===== config.mk =====
export PLATFORM = sky130hd
export DESIGN_NAME = move_sequencer
export DESIGN_NICKNAME = d
export VERILOG_FILES = /design/src/rtl/move_sequencer.sv
export SDC_FILE = /design/constraint.sdc
export NUM_CORES = 1
export LEC_CHECK = 0
export ABC_CLOCK_PERIOD_IN_PS = 8350
export CORE_MARGIN = 2
export CORE_UTILIZATION = 45
export DETAILED_ROUTE_END_ITERATION = 10
export GPL_TIMING_DRIVEN = 0
export PLACE_DENSITY = 0.8
export SLEW_MARGIN = 0
export SYNTH_ARGS = -nofsm -noshare
export SYNTH_HDL_FRONTEND = slang
export SYNTH_SLANG_ARGS = --single-unit

===== constraint.sdc =====
create_clock -name clock -period 8.35 [get_ports clock]
set_input_delay 1.67 -clock clock [delete_from_list [all_inputs] [get_ports clock]]
set_output_delay 1.67 -clock clock [all_outputs]
set_load 0.02 [all_outputs]

===== src/rtl/move_sequencer.sv =====
// Connect-four move sequencer: validates column drops, tracks occupancy,
// hands each new piece to the VGA drawer and alternates turns.
// Ports:
//   clock, reset          - sole clock, synchronous active-high reset
//   move_valid/move_col   - requested column; accepted when move_ready
//   move_ready            - high only while idle
//   move_reject           - one-cycle pulse for an illegal move
//   draw_req/col/row/player, draw_done - piece handoff to the drawer
//   player, col_occ, board_full        - game state
module move_sequencer #(
  parameter int NUM_COLS = 7,
  parameter int NUM_ROWS = 6
) (
  input  logic                         clock,
  input  logic                         reset,
  input  logic                         move_valid,
  input  logic [2:0]                   move_col,
  output logic                         move_ready,
  output logic                         move_reject,
  output logic                         draw_req,
  output logic [2:0]                   draw_col,
  output logic [2:0]                   draw_row,
  output logic                         draw_player,
  input  logic                         draw_done,
  output logic                         player,
  output logic [NUM_COLS*NUM_ROWS-1:0] col_occ,
  output logic                         board_full
);

  typedef enum logic [2:0] {
    IDLE,
    CHECK,
    REJECT,
    DRAW,
    TURN,
    FULL
  } state_t;

  localparam logic [3:0] COLS  = 4'(NUM_COLS);
  localparam logic [5:0] TOTAL = 6'(NUM_COLS * NUM_ROWS);
  localparam logic [2:0] BOT   = 3'(NUM_ROWS - 1);

  state_t              state;
  logic [2:0]          col_q;
  logic [5:0]          cnt;
  logic [NUM_ROWS-1:0] sel;
  logic [2:0]          ones;
  logic                col_bad;
  logic [5:0]          cnt_inc;

  // Occupancy of the latched column; an out-of-range column reads as
  // empty but is rejected by col_bad anyway.
  always_comb begin
    sel = '0;
    for (int c = 0; c < NUM_COLS; c++) begin
      if (col_q == 3'(c)) sel = col_occ[c*NUM_ROWS +: NUM_ROWS];
    end
  end

  always_comb begin
    ones = '0;
    for (int i = 0; i < NUM_ROWS; i++) begin
      ones = ones + {2'b00, sel[i]};
    end
  end

  assign col_bad = ({1'b0, col_q} >= COLS) || sel[NUM_ROWS-1];
  assign cnt_inc = cnt + 6'd1;

  always_ff @(posedge clock) begin
    if (reset) begin
      state       <= IDLE;
      col_q       <= '0;
      cnt         <= '0;
      player      <= 1'b0;
      col_occ     <= '0;
      board_full  <= 1'b0;
      move_ready  <= 1'b1;
      move_reject <= 1'b0;
      draw_req    <= 1'b0;
      draw_col    <= '0;
      draw_row    <= '0;
      draw_player <= 1'b0;
    end else begin
      unique case (state)
        IDLE: begin
          if (move_valid) begin
            col_q      <= move_col;
            move_ready <= 1'b0;
            state      <= CHECK;
          end
        end
        CHECK: begin
          if (col_bad) begin
            move_reject <= 1'b1;
            state       <= REJECT;
          end else begin
            for (int c = 0; c < NUM_COLS; c++) begin
              if (col_q == 3'(c)) begin
                col_occ[c*NUM_ROWS +: NUM_ROWS] <=
                  {sel[NUM_ROWS-2:0], 1'b1};
              end
            end
            draw_row    <= BOT - ones;
            draw_col    <= col_q;
            draw_player <= player;
            draw_req    <= 1'b1;
            state       <= DRAW;
          end
        end
        REJECT: begin
          move_reject <= 1'b0;
          move_ready  <= 1'b1;
          state       <= IDLE;
        end
        DRAW: begin
          if (draw_done) begin
            draw_req <= 1'b0;
            state    <= TURN;
          end
        end
        TURN: begin
          player <= ~player;
          cnt    <= cnt_inc;
          if (cnt_inc == TOTAL) begin
            board_full <= 1'b1;
            state      <= FULL;
          end else begin
            move_ready <= 1'b1;
            state      <= IDLE;
          end
        end
        FULL: begin
          move_ready <= 1'b0;
          board_full <= 1'b1;
        end
        default: state <= IDLE;
      endcase
    end
  end

endmodule


; Yosys cells after proc, flatten, opt, wreduce, memory -nomap -nowiden
; Index checks and enable logic that the tools add are counted.
[op_classes]
bitwise = 3
reduce_logical = 21
order_cmp = 1
n_addsub = 7
mux = 22
eq_ne = 18
[op_table]
columns = op, count
row1 = 6-bit 2-to-1 mux, 7
row2 = 3-bit AND reduction, 10
row3 = 3-bit == test (second input constant), 5
row4 = 3-bit one-hot mux with 5 select lines, 1
row5 = 3-bit by 2-bit == test with 1-bit output (second input constant), 4
row6 = 2-bit != test (second input constant), 6
row7 = 3-bit by 1-bit adder with 3-bit output, 3
row8 = 3-bit 2-to-1 mux, 3
row9 = 2-bit AND reduction, 4
row10 = 1-bit 2-to-1 mux, 7
row11 = 6-bit by 1-bit adder with 6-bit output (second input constant), 1
row12 = 3-bit by 1-bit == test with 1-bit output (second input constant), 2
row13 = 6-bit == test (second input constant), 1
row14 = 3-bit zero test, 2
row15 = 1-bit one-hot mux with 2 select lines, 3
row16 = 2-bit nonzero test, 3
row17 = 1-bit one-hot mux with 4 select lines, 1
row18 = 4-bit nonzero test, 1
row19 = 2-bit by 1-bit adder with 3-bit output, 1
row20 = 3-bit greater-or-equal comparator (second input constant), 1
row21 = 1-bit NOT, 3
row22 = 3-bit subtractor (first input constant), 1
row23 = 1-bit by 1-bit adder with 2-bit output, 1
row24 = 1-bit logical OR, 1
[word_totals]
input_bits = 7
reg_bits = 66
out_inout_bits = 54
wordCells = 90

; Depth between registers and ports, before layout
[depth]
depth_word = 14
mapped_depth = 15
ltp_nobuf = 14

; Least setup slack after synthesis
; Ideal clock, no wire load.
[synth_timing]
path_kind = register to register
start = register col_q[0]
end = register draw_row[2]
arrival_ps = 3201
setup_ps = 128
t_required_ps = 8222
synth_period_minus_slack_ps = 3328
stages_incl_launch_ff = 13
slack_ps = 5022
path_buffers = 2
cell_sequence = dfxtp_1 > buf_2 > buf_1 > mux4_2 > mux2_2 > fa_1 > ha_1 > fa_1 > inv_1 > ha_1 > xor2_1 > mux2i_1 > nor2_1
[synth_between]
elab_cells_between_ends = 24
classes_between = add/sub: 6 / order compare: 1 / eq/ne: 6 / mux: 7 / bitwise: 1 / reduce/logical: 3
[synth_lines]
columns = item, line_no
row1 = start: declaration, 44  ; logic [2:0] col_q;
row2 = start signal: assignment, 88  ; col_q <= move_col;
row3 = 3-bit zero test, 56  ; if (col_q == 3'(c)) sel = col_occ[c*NUM_ROWS +: NUM_ROWS];
row4 = 6-bit 2-to-1 mux (6 in series), 56
row5 = 6-bit 2-to-1 mux (*), 56
row6 = named net sel[3], 46  ; logic [NUM_ROWS-1:0] sel;
row7 = 3-bit by 1-bit adder with 3-bit output (*) (3 in series), 63  ; ones = ones + {2'b00, sel[i]};
row8 = 3-bit subtractor (*), 104  ; draw_row <= BOT - ones;
row9 = end signal: assignment, 104
row10 = end: declaration, 22  ; output logic [2:0] draw_row,
; The timed path passes the listed nets; every way through them passes the cells marked *.
; A chain may end at the register's enable or synchronous reset.

; Final worst setup path
[layout_timing]
start = register col_q[0]
end = register draw_row[2]
[layout_between]
elab_chain_len = 14
elab_cells_between_ends = 24
classes_between = add/sub: 6 / order compare: 1 / eq/ne: 6 / mux: 7 / bitwise: 1 / reduce/logical: 3
[layout_rtl]
columns = item, line_no
row1 = 3-bit zero test, 56
row2 = 6-bit 2-to-1 mux (6 in series), 56
row3 = 6-bit 2-to-1 mux (*), 56
row4 = named net sel[0], 46
row5 = 1-bit by 1-bit adder with 2-bit output (*), 63
row6 = 2-bit by 1-bit adder with 3-bit output (*), 63
row7 = 3-bit by 1-bit adder with 3-bit output (*) (3 in series), 63
row8 = 3-bit subtractor (*), 104
; Marks and branches as above.

==> flow_summary.yaml <==
status:
  status: "finished, final reports clean"
logic_synthesis:
  synthesis.area_mm2: 0.003109
  yosysTopAreaCell: "dfxtp_1"
  synth-seq-cells: 66
  synthFlopType: "dfxtp_1"
  yosysWarnings: 0
  synth_cells: 344
  synth_top_area_share_pct: 42.49
  synthTopCellsByArea: "dfxtp_1, mux2i_1, nor2_1"
  synth_cell_types: 52
  synth_edf_count: 0
  synth_common_cells: "dfxtp_1, nor2_1, mux2i_1, a21oi_1, inv_1"
  synthArstFlopShare_pct: 0
  avgSynthCellArea_um2: 9.038
  synth_fp_nets: 360
  ys_seq_area_share_pct: 42.49
grt:
  globalRouteOverflowTotal: 0
  grt_pass1_vias: 2753
  antenna_found_initial: 0
  grt_usage_pct: 23.77
  grt_max_degree: 13
  grt_pass1_wl_um: 13750
detailed_routing:
  detail-route-antenna-nets: 0
  dr.first_iter.drc_count: 210
  num_vias: 2785
  dr.pass1.iters: 4
  drcViolationCount: 0
  routed_via_density: 5.570
  routedWlPerCell_um: 16.86
  drt-total-wl_um: 8431
sta:
  fin_crit_ps: 4002
  tightestPinTransition_ps: 1197
  fin_tns_setup_ps: 0
  finClkSkew_ps: 7.674
  rsz0062_at_grt: "no"
  finalCritPeriodShare_pct: 47.93
  clock.fmax_mhz: 249.9
  slew_viol_final: 0
  setup_viol: 0
  max-slew-margin-rel_pct: 19.60
  hold_viol: 0
worst_setup_path:
  critPathMaxFanout: 8
  path_class: "flop to flop"
  arrival_ps: 4210
  worstSetupStartpointType: "flop"
  cp-end-kind: "flop"
  cp.required_ps: 8560
clocking:
  cts.reportedPaths.clkPinSlew_ps: 70
  htreeDepth: 3
  clock_latency_ps: 350
  clock_sinks: 66
  cts_hold_buffers: 0
  ctsResizeCount: 0
  cts_buffer_depth: 2
  cts_tree: "built"
  cts_buffers: 9
  cts_setup_buffers: 0
  root_buffer: "clkbuf_8"
final_layout:
  drive_above_1_share_pct: 8.810
  areaGrowthSynthToFinish_pct: 28.01
  nets: 431
  final_util_pct: 58.91
  antenna_cells: 0
placement:
  io_buffer_count: 60
  hpwl_um: 6096
  place_congestion: 0.9322
floorplanning:
  die_h_um: 87.12
  initial_utilization_pct: 46.02
  core_area_mm2: 0.006756
  dieArea_mm2: 0.007590
  ioPinCount: 61
  die_x_um: 87.12
  rows: 30
hold_path:
  hold_path.class: "flop to flop"
flow_run:
  maxCapViolations: 0
power:
  p_leak_uw: 0.001428
  power_density_mw_per_mm2: 169.7
  ir_worst_vdd_uv: 103.4
## cell families (layout without fill, tap and decap cells)
logic type      Yosys count  count (layout)  synth area share (%)
simple gates            124             124                 18.95
compound gates           64              64                 13.56
xor+xnor                  7               7                 1.972
mux                      39              39                 13.88
flops                    66              66                 42.50
fa+ha+maj                 9               9                 4.346
buf+inv                  35             111                 4.789
## stage by stage
stage	total power (uW)	instance area, um^2	setup WS [ps]	hold slack [ps]	std cells
after global placement	441.3	3810	4428	439.2	484
after detailed placement	443.6	3810	4390	446.5	484
after global routing	700.3	3980	4144	481.0	500
after floorplan	407.6	3109	5022	505.2	344
after CTS	674.1	3980	4383	457.0	500
final	675.3	3980	4348	455.4	500
## cell type report
class / count / area, um^2
Buffer: 19 / 88.84
Clock buffer: 9 / 123.9
Clock inverter: 7 / 46.29
Fill cell: 622 / 2776
Inverter: 16 / 60.06
Multi-Input combinational cell: 243 / 1639
Sequential cell: 66 / 1321
Tap cell: 80 / 100.1
Timing Repair Buffer: 60 / 600.6
## flip-flops by register name, summed over array words and instances (netlist names)
name         cells
col_occ         42
col_q            3
move_reject      1
draw_col         3
state            3
player           1
draw_req         1
board_full       1
draw_row         3
draw_player      1
cnt              6
move_ready       1
## final timing paths
check	from	to	slack [ps]	depth (start not counted)
max	col_q[0]	draw_row[2]	4350	12
min	draw_row[0]	draw_row[0]	460	2
max reg2reg	col_q[0]	draw_row[2]	4350	12
min reg2reg	draw_row[0]	draw_row[0]	460	2
## worst max-delay path, stage by stage (launching register included)
cell and delay [ps]:
dfxtp_1 400, nand2b_1 120, clkbuf_1 360, o32ai_1 140, nor3_1 930, fa_1 610
ha_1 230, fa_1 500, inv_1 50, ha_1 200, xor2_1 160, mux2i_1 120
nor2_1 50
## layout by cell type (no fill, tap or decap), drive strengths merged, types with 3 or more instances in the layout
cell           count
o21ai             10
nand2b            12
fa                 3
clkbuf            21
nor3b              3
or3                5
o22ai             11
o32ai              3
inv               16
ha                 6
mux2i             33
clkinvlp           3
clkinv             4
nor2              70
nor2b              3
a21oi             18
dfxtp             66
xnor2              3
mux4               3
nor3               4
buf                7
or2                4
nand4              3
a22oi              3
nand2             12
clkdlybuf4s50     60
xor2               4
mux2               3
o21a               4
## routing by layer
| layer | GRT usage [%] | share of wire, % | up-vias |
|---|---|---|---|
| met5 | 0 | 0 | - |
| met4 | 9.091 | 1.6 | 0 |
| met3 | 6.066 | 7.3 | 10 |
| met2 | 37.27 | 46 | 105 |
| met1 | 31.57 | 45 | 1332 |
| li1 | - | - | 1338 |
## report_power, final
group | switching (uW) | total [uW] | internal (uW) | leakage (uW)
Combinational | 64.7 | 108 | 43.6 | 0.000814
Sequential | 6.79 | 329 | 323 | 0.000533
Clock | 131 | 238 | 106 | 0.0000810
Total | 203 | 675 | 473 | 0.00143
(Power assumes the default switching activity.)
